`config.mk`:
```
export PLATFORM = sky130hd
export DESIGN_NAME = seq_div
export DESIGN_NICKNAME = d
export VERILOG_FILES = /design/src/rtl/div_pkg.sv /design/src/rtl/div_step.sv /design/src/rtl/seq_div.sv
export SDC_FILE = /design/constraint.sdc
export NUM_CORES = 1
export LEC_CHECK = 0
export BUFFER_PORTS_ARGS = -buffer_cell sky130_fd_sc_hd__buf_2
export CORE_MARGIN = 5
export CORE_UTILIZATION = 29
export CTS_CLUSTER_DIAMETER = 120
export DETAILED_ROUTE_END_ITERATION = 8
export SLEW_MARGIN = 40
export SYNTH_ARGS = -nofsm -noshare
export SYNTH_HDL_FRONTEND = slang
export SYNTH_SLANG_ARGS = --single-unit
export TNS_END_PERCENT = 5
```
`constraint.sdc`:
```
create_clock -name clk -period 3.9 [get_ports clk]
set_clock_uncertainty 0.15 [all_clocks]
set_input_delay 0.39 -clock clk [delete_from_list [all_inputs] [get_ports clk]]
set_output_delay 0.39 -clock clk [all_outputs]
set_load 0.005 [all_outputs]
```
`src/rtl/div_pkg.sv`:
```
// Shared types for the sequential signed divider.
// State encoding is visible to the top level only; no other consumers.
// Contains: div_state_t (IDLE, CALC, FIX, DONE).
package div_pkg;

    typedef enum logic [1:0] {
        IDLE = 2'd0,
        CALC = 2'd1,
        FIX  = 2'd2,
        DONE = 2'd3
    } div_state_t;

endpackage

```
`src/rtl/div_step.sv`:
```
// Purpose: one radix-2 restoring division iteration on unsigned magnitudes.
// Latency: purely combinational.
// Backpressure: none; the caller decides when to register the result.
// Ports: prem_in (BW+1 partial remainder), din (next dividend bit),
//        dvs (|divisor|), prem_out (new partial remainder), qbit (quotient bit).
module div_step #(
    parameter int BW = 19
) (
    input  logic [BW:0]   prem_in,
    input  logic          din,
    input  logic [BW-1:0] dvs,
    output logic [BW:0]   prem_out,
    output logic          qbit
);

    logic [BW+1:0] shifted;
    logic [BW:0]   diff;

    // The full-width compare decides the quotient bit; the subtraction only
    // needs BW+1 bits because a kept difference is always below |divisor|.
    assign shifted  = {prem_in, din};
    assign qbit     = (shifted >= {2'b00, dvs});
    assign diff     = shifted[BW:0] - {1'b0, dvs};
    assign prem_out = qbit ? diff : shifted[BW:0];

endmodule

```
`src/rtl/seq_div.sv`:
```
// Purpose: sequential signed divider, truncating quotient, remainder takes the dividend's sign.
// Latency: DW+1 cycles accept-to-out_valid (1 cycle for divide-by-zero); ce=0 stretches it 1:1.
// Backpressure: result held in DONE until out_ready; in_ready low whenever not idle.
// Ports: clk, rst_n (async, active low), ce, in_valid/in_ready/dividend/divisor,
//        out_valid/out_ready/quot/rem/dbz/ovf.
module seq_div
    import div_pkg::*;
#(
    parameter int DW = 46,
    parameter int BW = 19
) (
    input  logic                 clk,
    input  logic                 rst_n,
    input  logic                 ce,
    input  logic                 in_valid,
    output logic                 in_ready,
    input  logic signed [DW-1:0] dividend,
    input  logic signed [BW-1:0] divisor,
    output logic                 out_valid,
    input  logic                 out_ready,
    output logic signed [DW-1:0] quot,
    output logic signed [BW-1:0] rem,
    output logic                 dbz,
    output logic                 ovf
);

    localparam int CW = $clog2(DW);

    div_state_t    state;
    logic [CW-1:0] cnt;
    logic [DW-1:0] dvd_sh;     // dividend magnitude shifts out MSB-first, quotient shifts in
    logic [BW-1:0] dvs_mag;
    logic [BW:0]   prem;
    logic          q_neg;
    logic          r_neg;
    logic          ovf_pend;

    logic [DW-1:0] dvd_abs;
    logic [BW-1:0] dvs_abs;
    logic [BW:0]   step_prem;
    logic          step_q;
    logic [BW:0]   prem_negd;
    logic [DW-1:0] quot_negd;

    // Negating the most negative value wraps to the same bit pattern, which
    // read as unsigned is exactly its magnitude.
    assign dvd_abs   = dividend[DW-1] ? -dividend : dividend;
    assign dvs_abs   = divisor[BW-1]  ? -divisor  : divisor;
    assign prem_negd = -prem;
    assign quot_negd = -dvd_sh;

    div_step #(.BW(BW)) u_step (
        .prem_in  (prem),
        .din      (dvd_sh[DW-1]),
        .dvs      (dvs_mag),
        .prem_out (step_prem),
        .qbit     (step_q)
    );

    always_ff @(posedge clk or negedge rst_n) begin
        if (!rst_n) begin
            state     <= IDLE;
            cnt       <= '0;
            dvd_sh    <= '0;
            dvs_mag   <= '0;
            prem      <= '0;
            q_neg     <= 1'b0;
            r_neg     <= 1'b0;
            ovf_pend  <= 1'b0;
            in_ready  <= 1'b0;
            out_valid <= 1'b0;
            quot      <= '0;
            rem       <= '0;
            dbz       <= 1'b0;
            ovf       <= 1'b0;
        end else if (ce) begin
            case (state)
                IDLE: begin
                    in_ready <= 1'b1;
                    if (in_valid && in_ready) begin
                        in_ready <= 1'b0;
                        dvd_sh   <= dvd_abs;
                        dvs_mag  <= dvs_abs;
                        r_neg    <= dividend[DW-1];
                        q_neg    <= dividend[DW-1] ^ divisor[BW-1];
                        prem     <= '0;
                        cnt      <= CW'(DW - 1);
                        ovf_pend <= (dividend == {1'b1, {(DW-1){1'b0}}}) && (divisor == '1);
                        if (divisor == '0) begin
                            quot  <= '1;
                            rem   <= dividend[BW-1:0];
                            dbz   <= 1'b1;
                            ovf   <= 1'b0;
                            state <= DONE;
                        end else begin
                            state <= CALC;
                        end
                    end
                end
                CALC: begin
                    prem   <= step_prem;
                    dvd_sh <= {dvd_sh[DW-2:0], step_q};
                    if (cnt == '0) begin
                        state <= FIX;
                    end else begin
                        cnt <= cnt - 1'b1;
                    end
                end
                FIX: begin
                    // A positive quotient of magnitude 2^(DW-1) wraps to the
                    // most negative value, which is the overflow result.
                    quot      <= q_neg ? quot_negd : dvd_sh;
                    rem       <= r_neg ? prem_negd[BW-1:0] : prem[BW-1:0];
                    dbz       <= 1'b0;
                    ovf       <= ovf_pend;
                    out_valid <= 1'b1;
                    state     <= DONE;
                end
                DONE: begin
                    // Divide-by-zero enters DONE with out_valid still low, so it
                    // is raised here one cycle later.
                    if (!out_valid) begin
                        out_valid <= 1'b1;
                    end else if (out_ready) begin
                        out_valid <= 1'b0;
                        in_ready  <= 1'b1;
                        state     <= IDLE;
                    end
                end
                default: begin
                    state <= IDLE;
                end
            endcase
        end
    end

endmodule

```
# ---- Word-level counts from Yosys, hierarchy flattened
# Index checks and enable logic that the tools add are counted.
dict set report totals {
  regBits 165
  inputBits 70
  elab_cells 86
  output_inout_bits 69
}
dict set report op_classes {
  reduce_logical 16
  bitwise_logic 1
  magnitude_cmp 1
  n_mux 37
  eq_ne 11
  addsub 6
}
# operator count
set op_table {}
lappend op_table {{two-way mux 46 bit} 5}
lappend op_table {{case mux 46 bit (2 select lines)} 2}
lappend op_table {{negator 46 bit} 2}
lappend op_table {{two-way mux 19 bit} 4}
lappend op_table {{== test 46 bit (second input constant)} 1}
lappend op_table {{two-way mux 20 bit} 2}
lappend op_table {{case mux 20 bit (2 select lines)} 1}
lappend op_table {{negator 19 bit} 2}
lappend op_table {{case mux 19 bit (2 select lines)} 1}
lappend op_table {{greater-or-equal comparator 21 x 19 -> 1 bit} 1}
lappend op_table {{subtractor 20 x 19 -> 20 bit} 1}
lappend op_table {{== test 19 bit (second input constant)} 1}
lappend op_table {{logical NOT 19 bit} 1}
lappend op_table {{two-way mux 6 bit} 2}
lappend op_table {{inequality test 2 bit (second input constant)} 6}
lappend op_table {{case mux 6 bit (2 select lines)} 1}
lappend op_table {{AND reduction 4 bit} 3}
lappend op_table {{two-way mux 2 bit} 5}
lappend op_table {{two-way mux 1 bit} 9}
lappend op_table {{case mux 1 bit (2 select lines)} 4}
lappend op_table {{case mux 2 bit (4 select lines)} 1}
lappend op_table {{nonzero test 2 bit} 4}
lappend op_table {{logical NOT 6 bit} 1}
lappend op_table {{AND reduction 3 bit} 2}
lappend op_table {{8 further kinds} 10}

# ---- Depth between registers and ports, before layout
dict set report logic_depth {
  depth_word 4
  mapped_depth 11
  depth_no_buf 11
}

# ---- By module
# From an unflattened synthesis, not the netlist that was laid out.
dict set report hier_totals {
  hier_cells 1240
  area_unflattened_um2 10887.9
}
# mod n_inst cells_per_inst area_each_um2 seq_area_each_um2
set modules_own_cells {}
lappend modules_own_cells {seq_div 1 1057 9454.1 4129.0}
lappend modules_own_cells {div_step 1 183 1433.9 0.0}

# ---- Least setup slack after synthesis
# No wires, ideal clock.
dict set report synth_path {
  path_type {flip-flop to flip-flop}
  startpoint {reg prem[6]}
  endpoint {reg prem[0]}
  path_slack_ps 1004
  stages_incl_launch_ff 11
  arrival_ps 2625
  path_buffers 2
  required_time_ps 3628
  setup_ps 122
  synth_period_minus_slack_ps 2896
  path_cell_list {dfrtp_1 > ha_1 > clkbuf_1 > nand4_1 > a211oi_1 > nor3_1 > a211o_1 > nand2_1 > buf_2 > nand2_1 > a32o_1}
}
dict set report synth_between {
  elab_chain_cells 3
}
# element line
set synth_lines {}
lappend synth_lines {{from (decl)} seq_div.sv:33} ;# logic [BW:0] prem;
lappend synth_lines {{from (signal assigned)} seq_div.sv:101} ;# prem <= step_prem;
lappend synth_lines {{greater-or-equal comparator 21 x 19 -> 1 bit} div_step.sv:22} ;# assign qbit = (shifted >= {2'b00, dvs});
lappend synth_lines {{two-way mux 20 bit} div_step.sv:24} ;# assign prem_out = qbit ? diff : shifted[BW:0];
lappend synth_lines {{case mux 20 bit (2 select lines)} seq_div.sv:77} ;# case (state)
# Every way passes these cells.
# A chain may end at the register's enable or synchronous reset.

# ---- Final worst setup path
dict set report layout_path {
  startpoint {reg prem[6]}
  endpoint {reg prem[18]}
}
dict set report layout_between {
  elab_chain_cells 3
  word_cells_on_any_way 4
  cone_classes {add/sub (1); order compare (1); mux (2)}
}
# element line
set layout_lines {}
lappend layout_lines {{subtractor 20 x 19 -> 20 bit / greater-or-equal comparator 21 x 19 -> 1 bit (equally long branches)} {div_step.sv:23, div_step.sv:22}}
lappend layout_lines {{two-way mux 20 bit *} div_step.sv:24}
lappend layout_lines {{case mux 20 bit (2 select lines) *} seq_div.sv:77}
# Mark *: on every way between the ends. The rest lies on a longest branch, timed or not.

==> summary.md <==
| Metric | Value |
|---|---|
| Final Hold Viols | 0 |
| Reg2reg path depth | 9 |
| Worst Hold End | rem[1] |
| Post-synth EDFFs | 0 |
| Slew Viols, Final | 0 |
| Kind of start point of the critical path | flip-flop |
| R2r startpoint | prem[6] |
| Die X | 202.5 µm |
| WP data arrival | 3.36 ns |
| Max transition margin | 0.4752 |
| Number of synthesized register bits | 165 |
| Setup TNS | 0 ns |
| Hold buffers post-CTS | 1 |
| Initial Util | 0.2935 |
| Largest net degree at the start of global routing | 96 |
| Row Count | 70 |
| Worst Hold Path Cells | 3 |
| Die ar. | 41010 µm² |
| First-pass GRT wire length | 51.34 mm |
| Most area-hungry cell type in the Yosys netlist | dfrtp_1 |
| Async SR Flop Fraction | 1.000 |
| Port Buf Inserts | 138 |
| Avg Inst Size Synth | 8.449 µm² |
| Clock Latency Late Sink | 0.44 ns |
| Post-layout min period | 3.136 ns |
| Placed instance area | 11920 µm² |
| CTS Buf Count | 17 |
| Max Clk Rate | 0.3189 GHz |
| CTS H-tree lvls | 4 |
| CTS max path bufs | 2 |
| Root Driver | clkbuf_16 |
| Placer Congestion | 0.8927 |
| Total wire length | 32.00 mm |
| GR Util All Layers | 0.1541 |
| Drt first pass iters | 5 |
| Dpl ws | 0.6977 ns |
| Net count after synthesis | 1373 |
| Pwr dens | 810.3 nW/µm² |
| RSZ-0062 raised after global routing | no |
| Setup CP Type | reg -> reg |
| CTS tree | built |
| Distinct cells, synth | 60 |
| Worst hold path startpoint | dividend[1] |
| Wire length per cell | 17.29 µm |
| Vias in the first global route | 9207 |
| Layout net count | 1470 |
| Part of the cycle the worst path needs | 0.8041 |
| Commonest non-fill, non-tap cell in the layout | nand2_1 |
| Final Cell Area | 12540 µm² |
| Yosys top cell area share | 0.3842 |
| Synth area leaders | dfrtp_1 38%, xor2_1 8.2%, nand2_1 6.7% |
| Max_cap viols | 0 |
| Worst hold slack | 0.1113 ns |
| Final Setup Violations | 0 |
| Cells after Synth | 1272 |
| Via count | 9473 |
| Main synth FF type | dfrtp_1 |
| Post_cts resized | 0 |
| GRT Residual Overflow | 0 |
| Vias/cell | 5.118 |
| Post-CTS Setup Bufs | 0 |
| HP Class | in -> reg |
| Seq/Total Area, Yosys | 0.3842 |
| Actual slew at the worst max-slew pin | 0.7812 ns |
| Commonest cells after routing, fill and taps aside | 191 x nand2_1, 164 x dfrtp_1, 137 x buf_2 |
| P&R area growth vs syn | 16.66% |
| Clk sinks | 165 |
| Critical path fanouts, max | 12 |
| I/O Pins | 139 |
| Critical Path Sink Type | flip-flop |
| Worst vdd ir | 0.0003277 V |
| Status | finished clean |
| WP data required | 4.12 ns |
| Core footprint | 36610 µm² |
| Clock slew at reported path FFs | 0.07 ns |
| Synth Cell Area | 10750 µm² |
| Worst r2r dst | prem[18] |
| Layout cells sized above 1 | 0.1512 |
| Synth Warn # | 0 |
| Fin worst setup slack | 0.7639 ns |
| Residual DRC count | 0 |
| DP HPWL | 24.07 mm |
| Antenna violations before repair | 1 |
| FF-to-FF setup slack | 0.76 ns |
| ANT nets after route | 0 |
| Leak Pwr | 5.310 nW |
| Initial DRC Count | 664 |
| Die Y | 202.5 µm |
==> where the power goes <==
part,switching [mW],leakage (nW),internal [mW]
Clock,0.756,0.296,0.990
Combinational,3.00,3.09,2.11
Sequential,0.873,1.92,2.43
==> Yosys cell counts (5+ instances only) <==
cell type  instances
o41ai_1           20
buf_1             11
a31oi_1           47
nor2_1            98
nand2b_1           8
nand2_1          193
a211oi_1           9
o221ai_1          13
o22ai_1            7
o21ai_0          130
mux2i_1           31
o31ai_1           41
nand4_1            9
a21oi_1           49
ha_1              30
a21o_1            10
or3_1             19
or4_4              5
or4_1             14
o211ai_1           5
nand3_1           30
nor3_1            17
dfrtp_1          165
xnor2_1           36
nor4_1            11
nor2b_1            7
clkbuf_1          67
xor2_1           101
inv_1             39
==> critical path, cell delays in order (launching register included) <==
cell	delay [ns]
dfrtp_1	0.47
ha_1	0.44
nand4_1	0.21
a211oi_1	0.26
nor3_1	0.08
buf_4	0.15
a211o_1	0.35
and2_1	0.31
or4b_1	0.56
nand3_1	0.09
==> layer usage <==
| metal | vias to the layer above | share of wire | wire length [µm] | track usage |
|---|---|---|---|---|
| met2 | 200 | 0.46 | 14850 | 0.2493 |
| met1 | 4494 | 0.48 | 15410 | 0.2177 |
| met5 | - | 0 | 0 | 0 |
| li1 | 4751 | - | - | - |
| met3 | 28 | 0.037 | 1196 | 0.02460 |
| met4 | 0 | 0.017 | 548 | 0.03637 |
==> registers in the layout, indices dropped and copies added (netlist names) <==
signal     cells
out_valid      1
ovf            1
in_ready       1
state          2
dvs_mag       19
dvd_sh        46
quot          46
ovf_pend       1
cnt            6
r_neg          1
rem           19
prem          20
dbz            1
q_neg          1
==> cell type report <==
type	count	area [µm²]
flip-flops and latches	165	4130
multi-input cells	987	6183
well taps	468	585.6
clock inverters	12	140.1
fillers	3837	24070
inverters	39	146.4
clock buffers	20	456.7
diodes	1	2.502
repair buffers	159	892.1
==> cell families after synthesis <==
group                      share of synthesized area
adders and majority gates                    0.03679
xor gates and xnor gates                      0.1117
buffers and inverters                        0.04226
and+or+nand+nor                               0.1814
DFF                                           0.3842
muxes                                        0.02992
AOI/OAI and AO/OA                             0.2138
==> metrics by stage <==
stage,total power [mW],cells,utilization
global placement,8.369,1817,0.3254
detailed placement,8.435,1817,0.3255
CTS,10.22,1850,0.3420
global route,11.08,1851,0.3424
floorplan,6.811,1272,-
finish,10.16,1851,0.3424
==> how the worst max path moves through the flow <==
stage	start	endpoint	slack (ns)
final	prem[6]	prem[18]	0.76
after global routing	prem[6]	prem[4]	0.57
after CTS	prem[6]	prem[18]	0.78
after detailed placement	dividend[30]	dvd_sh[41]	0.70
after global placement	dividend[30]	dvd_sh[41]	0.74
after floorplan	prem[6]	prem[0]	1.00
Power figures use the tool's default switching activity.
